--- config.mk ---
export PLATFORM = sky130hd
export DESIGN_NAME = patch_reducer_scheduler
export DESIGN_NICKNAME = d
export VERILOG_FILES = /design/src/rtl/patch_reducer_scheduler.sv
export SDC_FILE = /design/constraint.sdc
export NUM_CORES = 1
export LEC_CHECK = 0
export ABC_CLOCK_PERIOD_IN_PS = 12180
export BUFFER_PORTS_ARGS = -buffer_cell sky130_fd_sc_hd__buf_4
export CAP_MARGIN = 20
export CORE_AREA = 5 5 244 246
export CTS_BUF_LIST = sky130_fd_sc_hd__clkbuf_8
export CTS_CLUSTER_SIZE = 8
export DETAILED_ROUTE_END_ITERATION = 8
export DIE_AREA = 0 0 249 251
export GPL_TIMING_DRIVEN = 0
export HOLD_SLACK_MARGIN = 0.15
export MAX_ROUTING_LAYER = met4
export SYNTH_ARGS = -nofsm -noshare
export SYNTH_HDL_FRONTEND = slang
export SYNTH_HIERARCHICAL = 1
export SYNTH_SLANG_ARGS = --single-unit
--- constraint.sdc ---
create_clock -name dram_clk -period 12.18 [get_ports dram_clk]
set_input_delay 1.827 -clock dram_clk [delete_from_list [all_inputs] [get_ports dram_clk]]
set_output_delay 1.827 -clock dram_clk [all_outputs]
set_load 0.03 [all_outputs]
--- src/rtl/patch_reducer_scheduler.sv ---
// Patch row reducer scheduler: hands patch configs to idle reducers, collects
// their sums and returns them one at a time, tagged with the patch id.

module patch_reducer_slot #(
    parameter int FP_SIZE = 32,
    parameter int ID_SIZE = 16
) (
    input  logic               dram_clk,
    input  logic               reset,
    input  logic               dispatch,
    input  logic [ID_SIZE-1:0] id_in,
    input  logic               sum_rdy,
    input  logic [FP_SIZE-1:0] sum_in,
    input  logic               load,
    input  logic               accept,
    output logic               idle,
    output logic               pending,
    output logic               busy_next,
    output logic               proto_hit,
    output logic [FP_SIZE-1:0] sum,
    output logic [ID_SIZE-1:0] id
);
    typedef enum logic [1:0] {IDLE, DISPATCHED, DONE} slot_state_t;

    slot_state_t state, state_nxt;
    logic        loaded;

    always_ff @(posedge dram_clk or posedge reset) begin
        if (reset) state <= IDLE;
        else       state <= state_nxt;
    end

    always_comb begin
        state_nxt = state;
        proto_hit = sum_rdy && (state != DISPATCHED);
        case (state)
            IDLE:       if (dispatch) state_nxt = DISPATCHED;
            DISPATCHED: if (sum_rdy)  state_nxt = DONE;
            DONE:       if (accept)   state_nxt = IDLE;
            default:    state_nxt = IDLE;
        endcase
    end

    // loaded marks a DONE slot whose sum already sits in the output register
    always_ff @(posedge dram_clk or posedge reset) begin
        if (reset) begin
            id     <= '0;
            sum    <= '0;
            loaded <= 1'b0;
        end else begin
            if (dispatch && state == IDLE)      id  <= id_in;
            if (sum_rdy && state == DISPATCHED) sum <= sum_in;
            if (accept)    loaded <= 1'b0;
            else if (load) loaded <= 1'b1;
        end
    end

    assign idle      = (state == IDLE);
    assign pending   = (state == DONE) && !loaded;
    assign busy_next = (state_nxt != IDLE);
endmodule

module patch_reducer_scheduler #(
    parameter int N_REDUCER  = 4,
    parameter int N_COL_SIZE = 11,
    parameter int N_ROW_SIZE = 11,
    parameter int FP_SIZE    = 32,
    parameter int PATCH_SIZE = 6,
    parameter int ID_SIZE    = 16,
    localparam int IDX_W     = (N_REDUCER > 1) ? $clog2(N_REDUCER) : 1,
    localparam int CNT_W     = $clog2(N_REDUCER) + 1
) (
    input  logic                          dram_clk,
    input  logic                          reset,
    input  logic                          cfg_valid,
    output logic                          cfg_ready,
    input  logic [N_COL_SIZE-1:0]         cfg_col,
    input  logic [N_ROW_SIZE-1:0]         cfg_row,
    input  logic [PATCH_SIZE*FP_SIZE-1:0] cfg_weights,
    input  logic [ID_SIZE-1:0]            cfg_id,
    input  logic [N_REDUCER-1:0]          red_available,
    output logic [N_REDUCER-1:0]          red_init,
    output logic [N_COL_SIZE-1:0]         red_col,
    output logic [N_ROW_SIZE-1:0]         red_row,
    output logic [PATCH_SIZE*FP_SIZE-1:0] red_weights,
    input  logic [N_REDUCER-1:0]          red_sum_rdy,
    input  logic [N_REDUCER*FP_SIZE-1:0]  red_sum,
    output logic                          out_valid,
    input  logic                          out_ready,
    output logic [FP_SIZE-1:0]            out_sum,
    output logic [ID_SIZE-1:0]            out_id,
    output logic [IDX_W-1:0]              out_reducer,
    output logic [CNT_W-1:0]              busy_count,
    output logic                          proto_err
);
    logic [N_REDUCER-1:0] idle, pending, busy_next, proto_hit;
    logic [N_REDUCER-1:0] eligible, dispatch, load_vec, accept_vec;
    logic [FP_SIZE-1:0]   slot_sum [N_REDUCER];
    logic [ID_SIZE-1:0]   slot_id  [N_REDUCER];
    logic [IDX_W-1:0]     rr_idx   [N_REDUCER];
    logic [IDX_W-1:0]     rr_ptr, pick;
    logic                 handshake, accept, pick_found, load_en;
    logic [CNT_W-1:0]     busy_sum;

    assign eligible  = idle & red_available;
    assign cfg_ready = |eligible;
    assign handshake = cfg_valid && cfg_ready;
    assign accept    = out_valid && out_ready;
    // isolate the lowest set bit of eligible
    assign dispatch  = handshake ? (eligible & (~eligible + 1'b1)) : '0;

    always_comb begin
        for (int k = 0; k < N_REDUCER; k++)
            rr_idx[k] = IDX_W'((32'(rr_ptr) + 32'(k)) % N_REDUCER);
    end

    always_comb begin
        pick       = '0;
        pick_found = 1'b0;
        for (int k = 0; k < N_REDUCER; k++) begin
            if (!pick_found && pending[rr_idx[k]]) begin
                pick_found = 1'b1;
                pick       = rr_idx[k];
            end
        end
    end

    assign load_en = pick_found && (!out_valid || out_ready);

    always_comb begin
        load_vec   = '0;
        accept_vec = '0;
        load_vec[pick]          = load_en;
        accept_vec[out_reducer] = accept;
    end

    always_comb begin
        busy_sum = '0;
        for (int i = 0; i < N_REDUCER; i++)
            busy_sum = busy_sum + CNT_W'(busy_next[i]);
    end

    for (genvar g = 0; g < N_REDUCER; g++) begin : g_slot
        patch_reducer_slot #(
            .FP_SIZE (FP_SIZE),
            .ID_SIZE (ID_SIZE)
        ) u_slot (
            .dram_clk  (dram_clk),
            .reset     (reset),
            .dispatch  (dispatch[g]),
            .id_in     (cfg_id),
            .sum_rdy   (red_sum_rdy[g]),
            .sum_in    (red_sum[g*FP_SIZE +: FP_SIZE]),
            .load      (load_vec[g]),
            .accept    (accept_vec[g]),
            .idle      (idle[g]),
            .pending   (pending[g]),
            .busy_next (busy_next[g]),
            .proto_hit (proto_hit[g]),
            .sum       (slot_sum[g]),
            .id        (slot_id[g])
        );
    end

    always_ff @(posedge dram_clk or posedge reset) begin
        if (reset) begin
            red_init    <= '0;
            red_col     <= '0;
            red_row     <= '0;
            red_weights <= '0;
            out_valid   <= 1'b0;
            out_sum     <= '0;
            out_id      <= '0;
            out_reducer <= '0;
            rr_ptr      <= '0;
            busy_count  <= '0;
            proto_err   <= 1'b0;
        end else begin
            red_init   <= dispatch;
            busy_count <= busy_sum;
            if (handshake) begin
                red_col     <= cfg_col;
                red_row     <= cfg_row;
                red_weights <= cfg_weights;
            end
            if (|proto_hit) proto_err <= 1'b1;
            // reload in the same edge as acceptance keeps the output stream gapless
            if (load_en) begin
                out_valid   <= 1'b1;
                out_sum     <= slot_sum[pick];
                out_id      <= slot_id[pick];
                out_reducer <= pick;
                rr_ptr      <= IDX_W'((32'(pick) + 32'd1) % N_REDUCER);
            end else if (accept) begin
                out_valid <= 1'b0;
            end
        end
    end
endmodule

==> results.json, run 1 <==
{
  "ctsHoldBuffers": 0,
  "cpMostUsedCell": "buf_4",
  "drt_iter0_drc": 679,
  "rsz0062_at_grt": "no",
  "register_area_um2": 12000,
  "crit_chain": "buf_4 -> nand2_1 -> nand4_1 -> buf_4",
  "start_util": 0.351,
  "yosysSeqAreaShare": 0.598,
  "pwr-share-comb": 0.457,
  "cts_tree": "built",
  "cts_sinks": 479,
  "status": "completed",
  "grt_pass1_vias": 15900,
  "numCtsBuffers": 88,
  "fill_cells": 5120,
  "synthCells": 1360,
  "yosys_warnings": 6,
  "ios": 644,
  "grt-ovfl-total": 0,
  "stdcell_area_um2": 27800,
  "drt-total-wl_um": 78200,
  "synthMuxAreaShare": 0.243,
  "grt_max_degree": 112,
  "drc_errors": 0,
  "ir_drop_v": 0.000136,
  "ys_top_cells_by_area": "dfrtp_1 (60%), mux2_2 (20%), mux2_4 (3.0%)",
  "setup_viol": 0,
  "cp.required_ns": 10.35,
  "ys_ff_latch": 479,
  "layout-drive-gt1-share": 0.582,
  "cts_resized": 0,
  "synth_area_um2": 20100,
  "std_cell_rows": 88,
  "core_area_um2": 57100,
  "dr.pass1.iters": 5,
  "hold_class": "reg2reg",
  "grt_pass1_wl_um": 113000,
  "synth_compound_area_frac": 0.0780,
  "final_core_util": 0.486,
  "crit_type": "in2out",
  "viasPerCell": 5.04,
  "critPathLaunchType": "input port",
  "synthSimpleGateAreaFrac": 0.0476,
  "synth-adder-area-share": 0.00225,
  "die_h_um": 251,
  "post_cts_buffers": 0,
  "total_power_mw": 7.75,
  "end_kind": "output pin",
  "grt_usage": 0.250,
  "worstMarginPinSlew_ns": 0.977,
  "cts_buffer_depth": 3,
  "io_buffer_count": 643,
  "cap_violations": 0,
  "fin_cells": 2936,
  "seqPwrFrac": 0.343,
  "clockPowerShare": 0.200,
  "synth_cell_types": 51,
  "p_per_area_nw_per_um2": 279,
  "p_leak_nw": 12.9,
  "slew_violations": 0,
  "startpoint": "red_available[1]",
  "synth_top_family_by_area": "multiplexers",
  "dp_hpwl_um": 60800,
  "synthXorXnorAreaFrac": 0,
  "switching_power_mw": 3.13,
  "placed_area_um2": 26000,
  "critPathArrivalTime_ns": 2.47,
  "cts_root_buffer": "clkbuf_8",
  "die_area_um2": 62500,
  "period_share": 0.353,
  "nNetsFinal": 2471,
  "synth_top_area_frac": 0.598,
  "yosys.area.top_type": "dfrtp_1",
  "dp_cells": 2773,
  "intPower_mw": 4.63,
  "avgSynthCellArea_um2": 14.7,
  "reg2reg_from": "g_slot[3].u_slot/state[1]",
  "slowest_stage": "buf_4",
  "clk_pin_slew_ns": 0.06,
  "dr_total_vias": 14800,
  "place_congestion": 0.922,
  "min-delay-start": "proto_err",
  "insertion_delay_ns": 0.67,
  "ant_nets": 0,
  "syn-num-nets": 1733,
  "period_minus_slack_ns": 4.30,
  "slowest_delay_ns": 0.24,
  "cp_max_fo": 4,
  "fmaxAchievable_ghz": 0.233,
  "relSlewSlack": 0.343,
  "hold_viol": 0,
  "fin_skew_ns": 0.0328,
  "multiInputGateArea_um2": 7450,
  "routedWlPerCell_um": 26.6,
  "p_sw_frac": 0.403,
  "area_growth_syn_to_layout_pct": 38.4,
  "htreeDepth": 3,
  "die_x_um": 249,
  "antenna_found_initial": 9
}
worst paths after layout:
kind	to	depth (start not counted)	slack (ns)
setup / recovery	cfg_ready	4	7.88
hold / removal	proto_err	2	0.48
setup reg to reg	out_sum[5]	8	8.78
hold reg to reg	proto_err	2	0.48
max in group asynchronous	red_weights[87]	3	9.77
min in group asynchronous	g_slot[3].u_slot/sum[27]	2	1.26
flip-flops by register name, summed over array words and instances, names as in the netlist, 3 cells and up:
name,flops
red_weights,192
out_sum,32
g_slot.u_slot/loaded,4
g_slot.u_slot/id,64
red_col,11
busy_count,3
out_id,16
g_slot.u_slot/sum,128
red_init,4
g_slot.u_slot/state,8
red_row,11
critical path: cells and delay by family:
kind	cells	cell delay, ns
buffers and inverters	2	0.35
AND/OR/NAND/NOR	2	0.29
stage by stage:
step / setup TNS (ns) / hold slack, ns / setup slack [ns]
floorplan: 0 / 0.464 / 2.77
global placement: -284.97 / 0.458 / -1.07
detailed placement: 0 / 0.460 / 7.90
CTS: 0 / 0.475 / 7.90
global route: 0 / 0.509 / 7.88
finish: 0 / 0.481 / 7.88
Yosys cell counts, drive strengths merged:
master   count
a211oi      16
a21boi       4
ha           2
nor2b        2
buf         53
fa           1
a22oi        1
a22o         2
o21bai       1
nor2        39
mux2       406
a221o       32
nand3        4
dfrtp      479
nand2       16
clkbuf      46
and2         2
or2b         4
nor3        11
a21oi       37
and4        16
o21a         2
a31oi        1
a21o         1
nor3b        5
nand2b       6
o21ai       11
nand4b       1
nand3b       4
nand4       33
o22a        32
o31ai       32
a2111oi     16
and3         3
or3b         4
mux2i       16
inv         16
a21bo        1
or3          1
a211o        1
layout by cell type (no fill, tap or decap), types with 6 or more instances in the layout:
cell and count:
buf_2 23, buf_1 6, mux2_1 8, o22a_1 32
o21ai_0 9, clkinv_2 11, buf_12 7, dfrtp_1 479
nand2b_1 6, nand4_1 33, diode_2 9, mux2_2 358
o31ai_1 32, nor2_1 39, a211oi_1 6, buf_4 656
clkbuf_1 46, a21oi_1 37, a2111oi_2 10, buf_6 7
inv_1 37, a211oi_2 10, a2111oi_0 6, and4_1 16
clkbuf_8 111, mux2i_1 16, nand2_1 16, mux2_4 40
nor3_1 11, a221o_1 32
final cells by class:
class,instances,share of cell area
sequential,479,0.432
multi-input combinational,766,0.268
timing repair buffer,648,0.178
clock buffer,111,0.0550
tap,765,0.0345
buffer,99,0.0204
clock inverter,43,0.00883
inverter,16,0.00252
antenna,9,0.000811
power by group through the flow:
stage / Clock [mW] / Combinational, mW / Sequential, mW
4_1_cts: 1.60 / 3.57 / 2.65
3_5_place_dp: 0 / 3.56 / 2.67
5_1_grt: 1.67 / 3.74 / 2.73
3_3_place_gp: 0 / 3.51 / 2.65
2_1_floorplan: 0 / 1.61 / 3.22
6_report: 1.55 / 3.54 / 2.66
cell families (layout without fill, tap and decap cells):
family | Yosys count | in the layout
adder cells (fa/ha/maj) | 3 | 3
buffers and inverters | 115 | 917
other | 0 | 9
AND/OR/NAND/NOR | 151 | 151
multiplexers | 422 | 422
flip-flops | 479 | 479
AO/OA/AOI/OAI | 190 | 190
layer usage:
| metal | wire length, um | global-route usage | share of wire | vias to the layer above |
|---|---|---|---|---|
| met2 | 39700 | 0.426 | 0.51 | 536 |
| met5 | 0 | - | 0 | - |
| li1 | - | - | - | 6523 |
| met4 | 1930 | 0.0697 | 0.025 | 0 |
| met1 | 31100 | 0.289 | 0.40 | 7641 |
| met3 | 5470 | 0.0730 | 0.070 | 99 |
(Power assumes the default switching activity.)
==> run 2: changes to the inputs <==
--- a/config.mk
+++ b/config.mk
@@ -5,14 +5,15 @@
 export SDC_FILE = /design/constraint.sdc
 export NUM_CORES = 1
 export LEC_CHECK = 0
-export ABC_CLOCK_PERIOD_IN_PS = 12180
+export ABC_AREA = 1
+export ABC_CLOCK_PERIOD_IN_PS = 3900
 export BUFFER_PORTS_ARGS = -buffer_cell sky130_fd_sc_hd__buf_4
 export CAP_MARGIN = 20
-export CORE_AREA = 5 5 244 246
+export CORE_AREA = 5 5 249 251
 export CTS_BUF_LIST = sky130_fd_sc_hd__clkbuf_8
 export CTS_CLUSTER_SIZE = 8
 export DETAILED_ROUTE_END_ITERATION = 8
-export DIE_AREA = 0 0 249 251
+export DIE_AREA = 0 0 254 256
 export GPL_TIMING_DRIVEN = 0
 export HOLD_SLACK_MARGIN = 0.15
 export MAX_ROUTING_LAYER = met4
==> constraint.sdc (replaced) <==
create_clock -name dram_clk -period 3.9 [get_ports dram_clk]
set_input_delay 0.585 -clock dram_clk [delete_from_list [all_inputs] [get_ports dram_clk]]
set_output_delay 0.585 -clock dram_clk [all_outputs]
set_load 0.03 [all_outputs]
==> run 2 against run 1 <==
  * Combinational power rose to 4.1 times the previous value
  * Critical path type is now reg2reg
  * Global-route usage grew 3.4 points
  * Cell count increased by 39%
  * Core utilization increased by 5.0 points
  * Setup slack worse by 7.3 ns
  * Power grew to 3.5 times the previous value
  * Die area up 4.0%
  * Register-to-register slack got worse by 8.2 ns
  * Non-clock buffer count increased by 371
==> results.json, run 2 <==
{
  "worstMarginPinSlew_ns": 0.830,
  "std_cell_rows": 90,
  "stdcell_area_um2": 32000,
  "fin_skew_ns": 0.0445,
  "slew_violations": 0,
  "hold_class": "in2reg",
  "dp_cells": 3605,
  "layout_commonest_cell": "nand2_1",
  "crit_chain": "nor2_4 -> buf_2 -> nand2_1 -> nand2_1 -> a21oi_1 -> nor3b_1 -> buf_2 -> nand2_2 -> nand2_1 -> inv_1 -> nand2_1 -> inv_1 -> fa_1 -> inv_1 -> ha_1 -> ha_1",
  "grtUsageMet1": 0.363,
  "area_growth_syn_to_layout_pct": 52.6,
  "cts_resized": 0,
  "final_core_util": 0.536,
  "grt_pass1_vias": 21300,
  "insertion_delay_ns": 0.69,
  "viasPerCell": 4.96,
  "status": "completed",
  "yosys.area.top_type": "dfrtp_1",
  "routedWlPerCell_um": 22.6,
  "yosysSeqAreaShare": 0.572,
  "syn-num-nets": 2546,
  "crit_type": "reg2reg",
  "cts_sinks": 479,
  "synth_area_um2": 21000,
  "hold_viol": 0,
  "cap_violations": 0,
  "slowest_stage": "fa_1",
  "ant_nets": 0,
  "die_area_um2": 65000,
  "core_area_um2": 59700,
  "die_x_um": 254,
  "start_util": 0.351,
  "post_cts_buffers": 0,
  "grt_max_degree": 45,
  "cp_max_fo": 10,
  "ios": 644,
  "ir_drop_v": 0.000472,
  "rsz0062_at_grt": "no",
  "ys_ff_latch": 479,
  "die_h_um": 256,
  "period_minus_slack_ns": 3.34,
  "cp.required_ns": 4.44,
  "synth_edf_count": 0,
  "avgSynthCellArea_um2": 9.65,
  "relSlewSlack": 0.445,
  "clk_pin_slew_ns": 0.06,
  "cpMostUsedCell": "nand2_1",
  "drt-total-wl_um": 92500,
  "grt_util_met2": 0.439,
  "end_kind": "flip-flop",
  "critPathArrivalTime_ns": 3.88,
  "drt_iter0_drc": 1872,
  "grt_usage": 0.283,
  "dp_hpwl_um": 69100,
  "placed_area_um2": 27000,
  "nNetsFinal": 3613,
  "numCtsBuffers": 88,
  "cts_tree": "built",
  "cts_buffer_depth": 3,
  "grt-ovfl-total": 0,
  "fmaxAchievable_ghz": 0.299,
  "ys_top_cells_by_area": "dfrtp_1 (57%), nand2_1 (17%), mux2_2 (11%)",
  "dr.pass1.iters": 6,
  "grt_use_met3": 0.0779,
  "antenna_found_initial": 14,
  "cp_num_buf_inv": 5,
  "dominantRegCellSynth": "dfrtp_1",
  "yosys_warnings": 6,
  "io_buffer_count": 639,
  "post-synth-top-count-cell": "nand2_1",
  "rrSetupSlack_ns": 0.56,
  "setup_viol": 0,
  "place_congestion": 0.934,
  "grt_pass1_wl_um": 136000,
  "async_reset_ff_frac": 1.00,
  "mostFrequentLayoutCells": "nand2_1 (922), buf_4 (658), dfrtp_1 (479), dlygate4sd3_1 (327), mux2_2 (214)",
  "p_per_area_nw_per_um2": 856,
  "largest-register": "red_weights",
  "p_leak_nw": 16.5,
  "fin_cells": 4094,
  "layout-drive-gt1-share": 0.337,
  "dr_total_vias": 20300,
  "critPathLaunchType": "flip-flop",
  "htreeDepth": 3,
  "largest_register_ffs": 192,
  "synth_cell_types": 28,
  "synth_top_area_frac": 0.572,
  "cts_root_buffer": "clkbuf_8",
  "synthCells": 2173,
  "ys_top_cells_by_count": "nand2_1 (922), dfrtp_1 (479), mux2_2 (214)",
  "slowest_delay_ns": 0.49,
  "cp_top_family": "simple AND/OR/NAND/NOR gates",
  "reg.largest.list": "red_weights: 192 flops, g_slot.u_slot/sum: 128 flops, g_slot.u_slot/id: 64 flops",
  "busiest_layer": "met2",
  "drc_errors": 0,
  "period_share": 0.856
}
run 2: changes by cell type in the layout (fill, tap and decap cells not counted), sizes merged, moves of 32 or more:
cell,previous run,this run
nand2,16,928
dlygate4sd3,0,327
nand3,4,215
mux2,406,214
nand4,33,97
buf,701,750
a21oi,37,2
inv,44,78
a221o,32,0
o22a,32,0
o31ai,32,0
run 2: cells by family (layout without fill, tap and decap cells):
group / after synthesis / count (layout) / synth area share
AOI/OAI and AO/OA: 7 / 7 / 0.00197
DFF: 479 / 479 / 0.572
adders and majority gates: 3 / 3 / 0.00215
and+or+nand+nor: 1278 / 1278 / 0.260
other: 0 / 15 / 0
buffers and inverters: 192 / 1316 / 0.0493
muxes: 214 / 214 / 0.115
run 2: worst paths after layout:
path / start / to / depth (start not counted)
setup / recovery: g_slot[0].u_slot/state[0] / busy_count[1] / 16
hold / removal: red_sum[57] / g_slot[1].u_slot/sum[25] / 3
setup reg to reg: g_slot[0].u_slot/state[0] / busy_count[1] / 16
hold reg to reg: g_slot[0].u_slot/id[0] / g_slot[0].u_slot/id[0] / 2
max in group asynchronous: reset / red_weights[27] / 6
min in group asynchronous: reset / g_slot[2].u_slot/sum[20] / 3
run 2: timing repair:
action / in CTS / in global routing
setup endpoints to repair: 0 / 0
endpoints found under the hold margin: 451 / 1
hold buffers: 326 / 1
run 2: where the power goes:
| part | switching (mW) | internal, mW |
|---|---|---|
| registers | 1.17 | 6.95 |
| logic | 9.53 | 4.95 |
| clock network | 2.19 | 2.60 |
| total | 12.9 | 14.5 |
run 2: stage by stage:
step	setup TNS, ns	hold WS, ns	worst slack, ns	power, mW
2_1_floorplan	-88.65	0.442	-0.322	16.8
3_3_place_gp	-615.39	0.453	-2.30	22.0
3_5_place_dp	0	0.458	0.590	22.2
4_1_cts	0	0.150	0.554	27.3
5_1_grt	0	0.152	0.330	29.1
6_report	0	0.191	0.560	27.4
run 2: routing by layer:
metal	wire length [um]	up-vias	part of all wire
met2	42800	904	0.46
met5	0	-	0
met3	8340	182	0.090
met1	38200	9977	0.41
li1	-	9247	-
met4	3100	0	0.033
run 2: worst min-delay path: stages:
cell and delay, ns:
buf_4 0.09, nand3_1 0.08, nand2_1 0.06
run 2: final cells by class:
type	instances	area, um^2
Antenna cell	15	37.5
Buffer	141	840
Clock buffer	107	1470
Clock inverter	40	244
Fill cell	5307	27700
Inverter	51	198
Multi-Input combinational cell	1502	7950
Sequential cell	479	12000
Tap cell	782	978
Timing Repair Buffer	977	8290
==> run 3: changes to the inputs <==
--- a/config.mk
+++ b/config.mk
@@ -6,7 +6,7 @@
 export NUM_CORES = 1
 export LEC_CHECK = 0
 export ABC_AREA = 1
-export ABC_CLOCK_PERIOD_IN_PS = 3900
+export ABC_CLOCK_PERIOD_IN_PS = 3350
 export BUFFER_PORTS_ARGS = -buffer_cell sky130_fd_sc_hd__buf_4
 export CAP_MARGIN = 20
 export CORE_AREA = 5 5 249 251
==> constraint.sdc (replaced) <==
create_clock -name dram_clk -period 3.35 [get_ports dram_clk]
set_input_delay 0.5025 -clock dram_clk [delete_from_list [all_inputs] [get_ports dram_clk]]
set_output_delay 0.5025 -clock dram_clk [all_outputs]
set_load 0.03 [all_outputs]
==> run 3 against run 2 <==
  * Hold slack improved by 0.20 ns
  * Cell count grew 1.1%
  * Wire length grew 0.79%
  * First-iteration DRC count grew 4.3%
  * Critical path type unchanged
==> results.json, run 3 (synthesis gave the netlist of run 2 again) <==
{
  "die_x_um": 254,
  "htreeDepth": 3,
  "dp_hpwl_um": 69100,
  "register_area_um2": 12000,
  "critPathLaunchType": "flip-flop",
  "hold_viol": 0,
  "insertion_delay_ns": 0.69,
  "ant_nets": 0,
  "grt-ovfl-total": 0,
  "cts_buffer_depth": 3,
  "p_per_area_nw_per_um2": 985,
  "core_area_um2": 59700,
  "period_share": 0.964,
  "relSlewSlack": 0.455,
  "setup_ws_ns": 0.120,
  "numCtsBuffers": 88,
  "status": "completed",
  "end_kind": "flip-flop",
  "rrSetupSlack_ns": 0.12,
  "slew_violations": 0,
  "cap_violations": 0,
  "mostFrequentLayoutCells": "nand2_1 (922), buf_4 (658), dfrtp_1 (479), dlygate4sd3_1 (369), mux2_2 (214)",
  "drt_iter0_drc": 1953,
  "period_minus_slack_ns": 3.23,
  "dp_slack_ns": 0.0405,
  "grt_usage": 0.285,
  "clockPowerShare": 0.175,
  "ios": 644,
  "stdcell_area_um2": 32400,
  "ir_drop_v": 0.000550,
  "dr.pass1.iters": 5,
  "critPathArrivalTime_ns": 3.76,
  "dp_cells": 3605,
  "worstMarginPinSlew_ns": 0.816,
  "grt_pass1_wl_um": 137000,
  "fin_skew_ns": 0.0430,
  "placed_area_um2": 27000,
  "switching_power_mw": 15.0,
  "p_leak_nw": 16.7,
  "layout_commonest_cell": "nand2_1",
  "viasPerCell": 4.98,
  "crit_type": "reg2reg",
  "cts_tree": "built",
  "start_util": 0.351,
  "grt_max_degree": 45,
  "layout-drive-gt1-share": 0.334,
  "setup_viol": 0,
  "cp_max_fo": 10,
  "largest_register_ffs": 192,
  "fmaxAchievable_ghz": 0.310,
  "fill_cells": 5256,
  "clk_pin_slew_ns": 0.06,
  "intPower_mw": 16.9,
  "std_cell_rows": 90,
  "grt_pass1_vias": 21600,
  "fin_cells": 4138,
  "drt-total-wl_um": 93200,
  "rsz0062_at_grt": "yes",
  "p_sw_frac": 0.470,
  "die_h_um": 256,
  "seqPwrFrac": 0.296,
  "reg.largest.list": "red_weights: 192 flops, g_slot.u_slot/sum: 128 flops, g_slot.u_slot/id: 64 flops",
  "dr_total_vias": 20600,
  "routedWlPerCell_um": 22.5,
  "io_buffer_count": 639,
  "drc_errors": 0,
  "nNetsFinal": 3655,
  "largest-register": "red_weights",
  "cts_sinks": 479,
  "multiInputGateArea_um2": 7950,
  "die_area_um2": 65000,
  "place_congestion": 0.934,
  "cts_root_buffer": "clkbuf_8",
  "antenna_found_initial": 18,
  "area_growth_syn_to_layout_pct": 54.7,
  "hold_class": "in2reg",
  "pwr-share-comb": 0.529,
  "cp.required_ns": 3.88
}
## run 3: cell types whose count changed in the layout (fill, tap and decap cells not counted), sizes merged
| cell | delta |
|---|---|
| clkbuf | +6 |
| dlygate4sd3 | +42 |
| diode | +2 |
| buf | -6 |
## run 3: critical path, stage by stage, from the launching register on
cell,delay [ns]
dfrtp_1,0.45
nor2_4,0.29
clkbuf_4,0.29
nand2_1,0.10
nor3b_1,0.25
clkbuf_4,0.27
nand2_2,0.15
nand2_1,0.13
inv_1,0.04
nand2_1,0.06
inv_1,0.06
fa_1,0.52
inv_1,0.05
ha_1,0.17
ha_1,0.27
## run 3: metrics by stage
stage,power [mW],setup TNS [ns],hold slack [ns],utilization
floorplan,19.5,-217.22,0.442,-
finish,31.9,0,0.392,0.544
global placement,25.6,-743.95,0.453,0.448
CTS,31.9,0,0.334,0.543
global route,33.9,-0.0719,0.336,0.543
detailed placement,25.8,0,0.458,0.452
## run 3: area by class of cell
type / count / share of cell area
antenna: 17 / 0.00131
inverter: 51 / 0.00609
sequential: 479 / 0.370
buffer: 141 / 0.0263
multi-input combinational: 1502 / 0.245
clock inverter: 40 / 0.00752
timing repair buffer: 1019 / 0.269
clock buffer: 107 / 0.0454
tap: 782 / 0.0302
## run 3: per-layer routing
layer / track usage / vias up / wire length [um]
met5: - / - / 0
met4: 0.0919 / 0 / 3270
met3: 0.0796 / 213 / 9210
met2: 0.447 / 1051 / 43300
met1: 0.361 / 10000 / 37500
li1: - / 9326 / -
## run 3: worst paths after layout
path	cells after the start	start	to
max	14	g_slot[1].u_slot/state[1]	busy_count[1]
min	3	red_sum_rdy[1]	g_slot[1].u_slot/sum[15]
max reg2reg	14	g_slot[1].u_slot/state[1]	busy_count[1]
min reg2reg	2	g_slot[1].u_slot/id[12]	g_slot[1].u_slot/id[12]
max in group asynchronous	6	reset	red_weights[29]
min in group asynchronous	3	reset	g_slot[2].u_slot/sum[20]
## run 3: power by group through the flow
| stage | Sequential (mW) | Clock, mW | Combinational, mW |
|---|---|---|---|
| floorplan | 11.4 | 0 | 8.12 |
| global placement | 9.37 | 0 | 16.2 |
| detailed placement | 9.46 | 0 | 16.3 |
| CTS | 9.40 | 5.68 | 16.8 |
| global route | 9.68 | 5.99 | 18.3 |
| finish | 9.46 | 5.58 | 16.9 |
## run 3: repair_timing
action / CTS / global route
resized for setup: 0 / 9
buffers inserted: 0 / 0
endpoints found under the hold margin: 525 / 0
setup endpoints to repair: 0 / 17
hold buffers: 369 / 0
